<file path="src/rtl/stage_fetch.sv">
// Instruction fetch stage: PC register, one imem read per instruction, single-entry output register.
// Optional build macro FETCH_PERF_CNT_EN adds saturating fetch/kill performance counters.
module stage_fetch #(
  parameter logic [31:0] RESET_PC = 32'h8000_0000,
  parameter logic [31:0] PC_STEP  = 32'd4
) (
  input  logic        clk,
  input  logic        rst,
`ifdef FETCH_PERF_CNT_EN
  output logic [31:0] perf_fetch_cnt,
  output logic [31:0] perf_kill_cnt,
`endif
  input  logic        redirect_valid,
  input  logic [31:0] redirect_pc,
  output logic        imem_req_valid,
  input  logic        imem_req_ready,
  output logic [31:0] imem_req_addr,
  input  logic        imem_rsp_valid,
  input  logic [31:0] imem_rsp_data,
  output logic        out_valid,
  input  logic        out_ready,
  output logic [31:0] out_inst,
  output logic [31:0] out_pc
);

  typedef enum logic [1:0] {S_IDLE, S_REQ, S_WAIT, S_OUT} state_e;

  state_e      state_q;
  logic [31:0] pc_q;
  logic        kill_q;
  logic        req_valid_q;
  logic        out_valid_q;
  logic [31:0] out_inst_q;
  logic [31:0] out_pc_q;

  logic req_fire_c;
  logic discard_c;

  assign req_fire_c = req_valid_q && imem_req_ready;
  assign discard_c  = (state_q == S_WAIT) && imem_rsp_valid && (kill_q || redirect_valid);

  assign imem_req_valid = req_valid_q;
  assign imem_req_addr  = pc_q;
  assign out_valid      = out_valid_q;
  assign out_inst       = out_inst_q;
  assign out_pc         = out_pc_q;

  // Fetch control: req_valid_q tracks S_REQ so the request is a registered output.
  always_ff @(posedge clk or posedge rst) begin
    if (rst) begin
      state_q     <= S_IDLE;
      pc_q        <= RESET_PC;
      kill_q      <= 1'b0;
      req_valid_q <= 1'b0;
      out_valid_q <= 1'b0;
      out_inst_q  <= 32'd0;
      out_pc_q    <= 32'd0;
    end else begin
      case (state_q)
        S_IDLE: begin
          state_q     <= S_REQ;
          req_valid_q <= 1'b1;
        end
        S_REQ: begin
          if (redirect_valid) pc_q <= redirect_pc;
          if (req_fire_c) begin
            state_q     <= S_WAIT;
            req_valid_q <= 1'b0;
            kill_q      <= redirect_valid;
          end
        end
        S_WAIT: begin
          if (redirect_valid) pc_q <= redirect_pc;
          if (imem_rsp_valid) begin
            kill_q <= 1'b0;
            if (discard_c) begin
              state_q     <= S_REQ;
              req_valid_q <= 1'b1;
            end else begin
              state_q     <= S_OUT;
              out_valid_q <= 1'b1;
              out_inst_q  <= imem_rsp_data;
              out_pc_q    <= pc_q;
            end
          end else if (redirect_valid) begin
            kill_q <= 1'b1;
          end
        end
        S_OUT: begin
          // A redirect wins the next PC even when decode takes the instruction.
          if (redirect_valid || out_ready) begin
            state_q     <= S_REQ;
            req_valid_q <= 1'b1;
            out_valid_q <= 1'b0;
            pc_q        <= redirect_valid ? redirect_pc : pc_q + PC_STEP;
          end
        end
      endcase
    end
  end

`ifdef FETCH_PERF_CNT_EN
  logic out_fire_c;
  logic squash_c;

  assign out_fire_c = out_valid_q && out_ready;
  assign squash_c   = (state_q == S_OUT) && redirect_valid && !out_ready;

  // Saturating event counters.
  always_ff @(posedge clk or posedge rst) begin
    if (rst) begin
      perf_fetch_cnt <= 32'd0;
      perf_kill_cnt  <= 32'd0;
    end else begin
      if (out_fire_c && perf_fetch_cnt != 32'hFFFF_FFFF)
        perf_fetch_cnt <= perf_fetch_cnt + 32'd1;
      if ((discard_c || squash_c) && perf_kill_cnt != 32'hFFFF_FFFF)
        perf_kill_cnt <= perf_kill_cnt + 32'd1;
    end
  end
`endif

endmodule

</file>
<file path="config.mk">
export PLATFORM = sky130hd
export DESIGN_NAME = stage_fetch
export DESIGN_NICKNAME = d
export VERILOG_FILES = /design/src/rtl/stage_fetch.sv
export SDC_FILE = /design/constraint.sdc
export NUM_CORES = 1
export LEC_CHECK = 0
export CAP_MARGIN = 20
export CORE_ASPECT_RATIO = 0.75
export CORE_MARGIN = 2
export CORE_UTILIZATION = 30
export CTS_CLUSTER_DIAMETER = 120
export DETAILED_ROUTE_END_ITERATION = 6
export SYNTH_ARGS = -nofsm -noshare
export SYNTH_HDL_FRONTEND = slang
export SYNTH_SLANG_ARGS = --single-unit
export TNS_END_PERCENT = 20
</file>
<file path="constraint.sdc">
create_clock -name clk -period 3.62 [get_ports clk]
set_clock_uncertainty 0.2 [all_clocks]
set_input_delay 0.362 -clock clk [delete_from_list [all_inputs] [get_ports clk]]
set_output_delay 0.362 -clock clk [all_outputs]
set_load 0.01 [all_outputs]
</file>
# Word level (Yosys, flattened, before mapping)
# Index checks and enable logic that the tools add are counted.
# totals
regBits,101
in_bits,70
out_inout_bits,98
# classes
addsub,1
n_eq_ne,10
n_mux,22
n_bitwise,1
n_reduce_logical,16
# ops
op,n
32-bit two-way mux,3
32-bit one-hot mux with 2 select lines,1
"32-bit by 3-bit adder with 32-bit output, second input constant",1
3-bit AND reduction,4
1-bit two-way mux,10
"2-bit != test, second input constant",5
2-bit two-way mux,4
2-bit one-hot mux with 4 select lines,1
4-bit AND reduction,2
2-bit nonzero test,3
"2-bit == test, second input constant",2
1-bit one-hot mux with 2 select lines,2
1-bit one-hot mux with 4 select lines,1
1-bit logical AND,3
"3-bit != test, second input constant",1
"2-bit by 1-bit == test with 1-bit output, second input constant",1
2-bit zero test,1
1-bit logical OR,2
"2-bit by 1-bit != test with 1-bit output, second input constant",1
2-bit OR reduction,1
1-bit inverter,1

# Depth between registers and ports, before layout
# Gate-level depths: netlist of run 1.
# logic_depth
word_depth,6
ltp_mapped,9

# Worst setup path after synthesis of run 1
# No wires, ideal clock.
# synth_path
path_type,reg2reg
start,register state_q[0]
end,"register pc_q[12], in the netlist imem_req_addr[12]"
arrival_ps,1797
setup_slack_ps,1502
path_stages_with_launch,9
path_buffers,2
period_less_slack_ps,2118
path_cell_list,dfrtp_1 > inv_1 > ha_1 > nor2b_1 > o22ai_1 > clkbuf_1 > clkbuf_1 > a21oi_1 > o22a_1
# synth_between
elab_chain_len,4
# synth_lines
item,line_no,source
start: declaration,28,state_e state_q;
start signal: assignment,51,state_q <= S_IDLE;
start signal: assignment,61,state_q <= S_REQ;
start signal: assignment,67,state_q <= S_WAIT;
2-bit == test or 2-bit by 1-bit == test with 1-bit output (tied branches),59,case (state_q)
2-bit OR reduction (no source line),-,
2-bit by 1-bit != test with 1-bit output (no source line) or 2-bit nonzero test (tied branches),-,
3-bit AND reduction (no source line),-,
end signal: assignment,65,if (redirect_valid) pc_q <= redirect_pc;
end signal: assignment,73,if (redirect_valid) pc_q <= redirect_pc;
end signal: assignment,95,pc_q <= redirect_valid ? redirect_pc : pc_q + PC_STEP;
end: declaration,29,logic [31:0] pc_q;
# Parallel ways exist; a longest one is shown, timed or not.
# A chain may end at the register's enable or synchronous reset.

# Worst setup path in the final report of run 1
# layout_path
start,register state_q[0]
end,"register pc_q[17], in the netlist imem_req_addr[17]"
# The elaborated chain is that of the path after synthesis.

==> qor.yml, run 1 <==
final_layout:
  multi_input_area_sq_um: 2110
  regArea_sq_um: 2530
  layout.nets: 659
  drive_gt1_share_pct: 17.0
  area_delta_synth_final_pct: 45.3
  fillerInstances: 1469
  insertedDiodeCount: 0
timing:
  holdWs_ns: 0.232
  finalSetupViolCount: 0
  setup_tns_ns: 0
  worst-slew-pin-transition_ns: 0.901
  fmax_ghz: 0.375
  hold_violations: 0
  grt_setup_unrepaired: "false"
  relSlewSlack_pct: 39.9
  period_share_pct: 73.6
  period_needed_ns: 2.67
  drv_slew: 0
worst_hold_path:
  hold_path.class: "in -> async"
synth:
  synth_area_leaders: "dfrtp_1 (52%), mux2_2 (16%), a21oi_1 (3.0%), nand2_1 (3.0%), nor2_1 (2.4%)"
  synth_cells: 427
  ys_types: 51
  yosysTopAreaCell: "dfrtp_1"
  yosysMostFrequentCell: "dfrtp_1"
  syn_avg_cell_area_sq_um: 11.2
  synth_compound_area_share_pct: 14.0
  synth.mux.area_fraction_pct: 15.8
  yosys.area_share.simple_pct: 12.8
  synth_edf_count: 0
  synth_top_area_share_pct: 52.4
  synth_fa_ha_area_share_pct: 1.31
  synthTopCellsByCount: "dfrtp_1 (100), mux2_2 (66), nand2_1 (38)"
  yosys_warnings: 0
  synth_xor_area_share_pct: 0
  yosysSeqAreaShare_pct: 52.9
  synth_area_sq_um: 4780
  syn_nets: 502
  ys.flop_type: "dfrtp_1"
  synth_top_family_by_area: "multiplexers"
  ys_seq_elements: 101
  synth-async-reset-ratio_pct: 100
power_and_ir_drop:
  p_comb_share_pct: 44.6
  clock_power_share_pct: 16.7
  p_sw_share_pct: 36.4
  switchingPower_mw: 1.98
  leakage_nw: 2.88
  p_seq_share_pct: 38.7
  p_int_mw: 3.45
  vdd_drop_max_v: 0.000330
  p_per_area_nw_per_um2: 782
setup_path:
  crit_arrival_ns: 2.67
  r2r_end: "imem_req_addr[17]"
  cp-start-kind: "flop"
  r2r_slack_ns: 0.95
  r2r-start: "state_q[0]"
  cp.required_ns: 3.62
  path_max_fanout: 19
  path_class: "reg -> reg"
  worstSetupEndpointType: "flop"
  crit_end: "imem_req_addr[17]"
  cp-startpoint: "state_q[0]"
  rr_worst_depth: 7
clock_tree:
  cts_tree: "done"
  path_clk_slew_ns: 0.07
  clk_latency_ns: 0.34
  cts-buffers-inserted: 9
  cts-htree-levels: 3
  cts_setup_buffers: 0
  cts_buffer_depth: 2
  clock_sinks: 101
  cts.hold.buffers_added: 0
  cts_resized: 0
  root_buffer: "clkbuf_16"
floorplanning:
  core_sq_um: 15400
  placementRows: 39
  die_x_microns: 150
  io_pins: 168
  fp.dieH_microns: 113
  die_area_sq_um: 17000
  start_util_pct: 31.0
placed_design:
  io_buffers: 167
  place.gp.congestion: 0.914
  dp_hpwl_mm: 9.58
detailed_routing:
  first_pass_iters: 4
  drc_errors: 0
  drt-total-wl_mm: 13.3
  route.vias.total: 3975
  wl_per_cell_microns: 16.7
  route.antenna.remaining_nets: 0
  routed_via_density: 5.01
  dr.first_iter.drc_count: 210
global_route:
  grt_overflow_total: 0
  grt_max_degree: 59
  grt_pass1_vias: 4024
  grt_pass1_wl_mm: 21.2
  grt_usage_pct: 15.9
  antenna_found_initial: 0
outcome:
  outcome: "complete, no violations"
flow_run:
  max_cap_viol_count: 0
[flip-flops by register name, indices dropped and copies added (netlist names)]
| name | flops |
|---|---|
| out_inst | 32 |
| imem_req_valid | 1 |
| imem_req_addr | 32 |
| out_valid | 1 |
| kill_q | 1 |
| out_pc | 32 |
| state_q | 2 |
[worst min path at each step]
stage,from,to,slack [ns],cells after the start
floorplan,redirect_pc[21],imem_req_addr[21],0.30,2
CTS,rst,out_inst[16],0.25,2
finish,rst,out_inst[16],0.23,2
detailed placement,out_inst[1],out_inst[1],0.29,1
global route,rst,out_inst[16],0.28,2
global placement,out_inst[24],out_inst[24],0.29,1
[critical path: stages (launching register included)]
cell and delay (ns):
dfrtp_1 0.39, inv_1 0.08, ha_1 0.36, nor2b_1 0.26, o22a_1 0.62, nand2_1 0.20, a211oi_1 0.32, a311oi_1 0.07
[cells in the final DEF, fill, tap and decap left out, types with 2 or more instances in the layout]
cell             instances
dfrtp_1                100
clkdlybuf4s50_1        167
and4_1                   3
buf_4                    6
nand4_4                  2
nand3_1                 15
nand2b_1                 3
clkinvlp_4               3
inv_1                    6
clkbuf_16                9
mux2_2                  66
a31oi_1                  5
clkinv_4                 2
o21ai_0                 18
nand2_1                 38
nor2_1                  31
a311oi_1                 4
a211oi_1                 3
o311ai_1                 2
o22ai_1                 11
and2_1                   5
a41oi_1                  2
nor3_4                   2
ha_1                     5
or3_1                    2
o211ai_1                 2
nor3_1                   2
nand4_1                  5
a21oi_1                 29
o22a_1                   5
and3_1                   4
a2bb2oi_1                6
[routing by layer]
metal / track usage, % / share of wire (%) / wire length [microns]
met1: 21.4 / 46 / 6170
met2: 25.0 / 45 / 6000
met3: 4.76 / 7.8 / 1040
met4: 4.15 / 0.67 / 89
met5: 0 / 0 / 0
[stage by stage]
| step | area (sq um) | worst slack [ns] | total power [mW] | cells | util (%) |
|---|---|---|---|---|---|
| floorplan | 4780 | 0.413 | 3.22 | 427 | - |
| global placement | 6660 | 0.903 | 4.49 | 778 | 43.2 |
| detailed placement | 6660 | 0.855 | 4.55 | 778 | 43.2 |
| CTS | 6940 | 0.959 | 5.49 | 794 | 45.0 |
| global route | 6940 | 0.761 | 5.81 | 794 | 45.0 |
| finish | 6940 | 0.954 | 5.43 | 794 | 45.0 |
[final cells by class]
cell class                 count  share of cell area, %
multi-input combinational    291                   30.4
tap                          205                   3.70
sequential                   101                   36.4
clock inverter                 6                  0.703
clock buffer                  10                   3.30
inverter                       7                  0.415
timing repair buffer         174                   25.0
[logic make-up (layout without fill, tap and decap cells)]
group                      Yosys count  count (layout)
AOI/OAI and AO/OA                  102             102
adders and majority gates            5               5
buffers and inverters               35             197
DFF                                101             101
muxes                               67              67
and+or+nand+nor                    117             117
[power by group through the flow]
stage	clock network (mW)	registers (mW)	logic (mW)
2_1_floorplan	0	2.19	1.02
3_3_place_gp	0	2.10	2.40
3_5_place_dp	0	2.11	2.43
4_1_cts	0.948	2.10	2.44
5_1_grt	0.996	2.19	2.63
6_report	0.908	2.10	2.42
Power figures use the tool's default switching activity.
==> run 2, diff against run 1 <==
==> constraint.sdc (replaced) <==
create_clock -name clk -period 2.1 [get_ports clk]
set_clock_uncertainty 0.2 [all_clocks]
set_input_delay 0.21 -clock clk [delete_from_list [all_inputs] [get_ports clk]]
set_output_delay 0.21 -clock clk [all_outputs]
set_load 0.01 [all_outputs]
==> run 2 against run 1 <==
Compared with the run above: die area unchanged; clock power up 83%; maximum frequency up 31%; global-route usage up 0.27 points; count of clock-buffer cells in the layout unchanged; register-to-register slack worse by 0.88 ns; setup slack worse by 0.88 ns; design area up 7.2%; critical path type unchanged; largest power group unchanged.
==> qor.yml, run 2 (same netlist as run 1, synthesis figures left out) <==
outcome:
  outcome: "complete, no violations"
timing:
  fmax_ghz: 0.493
  worst-slew-pin-transition_ns: 0.549
  relSlewSlack_pct: 63.4
  holdWs_ns: 0.0589
  grt_setup_unrepaired: "true"
  hold_violations: 0
  finalSetupViolCount: 0
  setup_tns_ns: 0
  period_share_pct: 96.5
  period_needed_ns: 2.03
  drv_slew: 0
final_layout:
  final_area_sq_um: 7440
  fin_cells: 847
  area_delta_synth_final_pct: 55.8
  drive_gt1_share_pct: 25.4
  final_common_cell: "clkdlybuf4s50_1"
  layout.nets: 712
  mostFrequentLayoutCells: "clkdlybuf4s50_1 (167), dfrtp_1 (100), mux2_2 (66)"
  insertedDiodeCount: 0
clock_tree:
  clk_latency_ns: 0.34
  root_buffer: "clkbuf_16"
  path_clk_slew_ns: 0.07
  cts.hold.buffers_added: 0
  clock_sinks: 101
  cts_buffer_depth: 2
  cts_tree: "done"
  cts-htree-levels: 3
  cts-buffers-inserted: 9
detailed_routing:
  drc_errors: 0
  dr.first_iter.drc_count: 233
  drt-total-wl_mm: 13.7
  wl_per_cell_microns: 16.1
  route.vias.total: 4187
  routed_via_density: 4.94
  first_pass_iters: 4
  route.antenna.remaining_nets: 0
setup_path:
  crit_path_top_delay_cell: "dfrtp_1"
  worstSetupEndpointType: "flop"
  slowest_delay_ns: 0.34
  crit_path_cell_trace: "inv_1 > ha_4 > nor2b_2 > buf_4 > o22ai_2 > buf_12 > nor3_1 > or3_1 > a31oi_1"
  cp.required_ns: 2.16
  path_max_fanout: 13
  critical_path_buf_inv_count: 3
  path_class: "reg -> reg"
  cpLargestDelayFamily: "simple AND/OR/NAND/NOR gates"
  cp-start-kind: "flop"
  crit_arrival_ns: 2.09
placed_design:
  dp_hpwl_mm: 10.1
  dp.cells: 831
  place.gp.congestion: 0.872
  place_area_sq_um: 7110
  io_buffers: 167
floorplanning:
  die_area_sq_um: 17000
  core_sq_um: 15400
  die_x_microns: 150
  fp.dieH_microns: 113
  start_util_pct: 31.0
  io_pins: 168
  placementRows: 39
global_route:
  grt_max_degree: 48
  antenna_found_initial: 0
  grt_pass1_vias: 4158
  grt_pass1_wl_mm: 21.7
  grt_usage_pct: 16.1
  grt_overflow_total: 0
power_and_ir_drop:
  leakage_nw: 3.16
  p_total_mw: 10.1
  vdd_drop_max_v: 0.000542
  p_per_area_nw_per_um2: 1350
flow_run:
  max_cap_viol_count: 0
worst_hold_path:
  hold_path.class: "in -> async"
[run 2: through the flow]
| stage | utilization, % | worst slack [ns] |
|---|---|---|
| 2_1_floorplan | - | -0.0181 |
| 3_3_place_gp | 46.1 | -0.0550 |
| 3_5_place_dp | 46.1 | -0.101 |
| 4_1_cts | 48.1 | 0.00405 |
| 5_1_grt | 48.3 | -0.0236 |
| 6_report | 48.3 | 0.0727 |
[run 2: cell type report]
cell class              count  area, sq um
flip-flops and latches    101         2530
repair buffers            227         2180
multi-input cells         291         2150
inverters                   7         30.0
well taps                 205          256
fillers                  1423         7980
clock buffers              10          229
clock inverters             6         63.8
[run 2: routing by layer]
metal	global-route usage [%]	part of all wire, %	up-vias
met5	0	0	-
met4	4.28	1.3	0
met3	4.60	7.8	16
met2	24.9	45	162
met1	22.4	46	2022
li1	-	-	1987
[run 2: worst paths after layout]
kind	to	start	slack, ns	cells past startpoint
setup / recovery	imem_req_addr[22]	state_q[1]	0.07	9
hold / removal	out_pc[19]	rst	0.06	2
setup reg to reg	imem_req_addr[22]	state_q[1]	0.07	9
hold reg to reg	out_inst[30]	out_inst[30]	0.31	1
max in group asynchronous	imem_req_addr[9]	rst	1.05	3
min in group clk	imem_req_addr[21]	redirect_pc[21]	0.26	3
[run 2: where the power goes]
| part | internal (mW) | switching (mW) |
|---|---|---|
| clock network | 0.923 | 0.736 |
| registers | 2.76 | 0.587 |
| logic | 2.85 | 2.20 |
[run 2: timing repair]
| item | CTS | global route |
|---|---|---|
| gates resized for setup | 2 | 8 |
| buffers inserted | 0 | 0 |
| pin swaps | 0 | 0 |
| endpoints found under the setup margin | 4 | 29 |
[run 2: worst register-to-register path: cells and delay by family, from the launching register on]
| kind | cells | cell delay [ns] |
|---|---|---|
| AOI/OAI and AO/OA | 2 | 0.30 |
| buffers and inverters | 3 | 0.39 |
| and+or+nand+nor | 3 | 0.42 |
| DFF | 1 | 0.34 |
| adders and majority gates | 1 | 0.30 |
==> run 3, diff against run 2 <==
--- a/config.mk
+++ b/config.mk
@@ -11,6 +11,7 @@
 export CORE_UTILIZATION = 30
 export CTS_CLUSTER_DIAMETER = 120
 export DETAILED_ROUTE_END_ITERATION = 6
+export GPL_TIMING_DRIVEN = 0
 export SYNTH_ARGS = -nofsm -noshare
 export SYNTH_HDL_FRONTEND = slang
 export SYNTH_SLANG_ARGS = --single-unit
==> run 3 against run 2 <==
Compared with the run above: via count is 1.1% higher; combinational power is 6.5% lower; critical path depth is 1 lower; register-to-register slack worse by 0.03 ns; sequential share of layout area is 0.12 points higher; largest cell class unchanged; final cell count is 1.9% lower; sequential power is 9.0% higher.
==> qor.yml, run 3 (same netlist as run 1, synthesis figures left out) <==
timing:
  relSlewSlack_pct: 53.9
  holdWs_ns: 0.116
  period_needed_ns: 2.06
  hold_violations: 0
  grt_setup_unrepaired: "true"
  drv_slew: 0
  finalSetupViolCount: 0
  worst-slew-pin-transition_ns: 0.690
  period_share_pct: 98.0
  fmax_ghz: 0.486
setup_path:
  path_max_fanout: 5
  crit_end: "imem_req_addr[22]"
  crit_arrival_ns: 2.12
  cpLargestDelayFamily: "simple AND/OR/NAND/NOR gates"
  path_class: "reg -> reg"
  slowest_delay_ns: 0.47
  cp-start-kind: "flop"
  r2r-start: "state_q[0]"
  critical_path_buf_inv_count: 2
  rr_worst_depth: 8
  r2r_slack_ns: 0.04
  path_depth: 8
  cp.required_ns: 2.16
  cp-startpoint: "state_q[0]"
  worstSetupEndpointType: "flop"
  crit_path_cell_trace: "inv_4 > ha_4 > nor2b_4 > o22a_1 > buf_4 > nor2_1 > or3_1 > a31oi_1"
  crit_path_top_delay_cell: "dfrtp_2"
  r2r_end: "imem_req_addr[22]"
floorplanning:
  io_pins: 168
  core_sq_um: 15400
  start_util_pct: 31.0
  die_area_sq_um: 17000
  placementRows: 39
  fp.dieH_microns: 113
  die_x_microns: 150
clock_tree:
  clock_sinks: 101
  path_clk_slew_ns: 0.07
  root_buffer: "clkbuf_16"
  clk_latency_ns: 0.35
  cts_buffer_depth: 2
  cts-htree-levels: 3
  cts-buffers-inserted: 9
  cts_tree: "done"
detailed_routing:
  dr.first_iter.drc_count: 207
  first_pass_iters: 5
  route.antenna.remaining_nets: 0
  route.vias.total: 4232
  wl_per_cell_microns: 17.9
  drc_errors: 0
  drt-total-wl_mm: 14.9
  routed_via_density: 5.09
outcome:
  outcome: "complete, no violations"
global_route:
  grt_max_degree: 40
  grt_overflow_total: 0
  grt_pass1_wl_mm: 23.4
  grt_pass1_vias: 4322
  antenna_found_initial: 0
  grt_usage_pct: 17.8
worst_hold_path:
  hold_path.class: "in -> async"
final_layout:
  insertedDiodeCount: 0
  layout.nets: 696
  area_delta_synth_final_pct: 56.3
  regArea_sq_um: 2540
  multi_input_area_sq_um: 2210
  mostFrequentLayoutCells: "clkdlybuf4s50_1 (167), dfrtp_1 (87), mux2_2 (66)"
  fillerInstances: 1439
  drive_gt1_share_pct: 26.7
  final_common_cell: "clkdlybuf4s50_1"
  final_area_sq_um: 7470
placed_design:
  place.gp.congestion: 0.814
  io_buffers: 167
  place_area_sq_um: 6750
  dp_hpwl_mm: 10.7
power_and_ir_drop:
  vdd_drop_max_v: 0.000757
  p_per_area_nw_per_um2: 1360
  leakage_nw: 3.10
flow_run:
  max_cap_viol_count: 0
-- run 3: power by group --
| group | total (mW) | internal [mW] | switching, mW |
|---|---|---|---|
| combinational | 4.72 | 2.69 | 2.03 |
| sequential | 3.65 | 2.78 | 0.865 |
| clock | 1.81 | 1.05 | 0.758 |
| total | 10.2 | 6.52 | 3.65 |
-- run 3: final cells by class --
cell class / instances / area share (%)
buffer: 27 / 3.67
clock buffer: 9 / 3.02
clock inverter: 7 / 1.34
inverter: 7 / 0.436
multi-input combinational: 291 / 29.6
sequential: 101 / 34.1
tap: 205 / 3.44
timing repair buffer: 184 / 24.4
-- run 3: repair_timing --
item | CTS | global route
hold buffers | 0 | 0
buffers inserted | 6 | 9
pin swaps | 1 | 13
resized for setup | 42 | 62
endpoints found under the setup margin | 95 | 95
-- run 3: routing by layer --
layer | wire, microns | share of wire [%] | GRT usage, %
met5 | 0 | 0 | 0
met4 | 167 | 1.1 | 4.59
met3 | 1280 | 8.6 | 6.01
met2 | 6990 | 47 | 28.6
met1 | 6420 | 43 | 23.2
-- run 3: how the worst min path moves through the flow --
stage / start / end / slack (ns) / cells after the start
floorplan: redirect_pc[21] / imem_req_addr[21] / 0.15 / 2
global placement: out_inst[30] / out_inst[30] / 0.29 / 1
detailed placement: out_pc[22] / out_pc[22] / 0.29 / 1
CTS: rst / out_inst[31] / 0.14 / 2
global route: rst / out_pc[18] / 0.18 / 2
finish: rst / out_pc[18] / 0.12 / 2
-- run 3: per-stage QoR --
stage | utilization [%] | setup TNS [ns] | instances | setup slack [ns] | total power, mW
floorplan | - | -0.323 | 427 | -0.0181 | 5.55
global placement | 43.5 | -122.59 | 799 | -0.849 | 7.82
detailed placement | 43.8 | -63.62 | 801 | -0.874 | 7.96
CTS | 46.9 | -1.42 | 822 | -0.0772 | 9.96
global route | 48.4 | -0.125 | 831 | -0.0323 | 10.8
finish | 48.4 | 0 | 831 | 0.0419 | 10.2
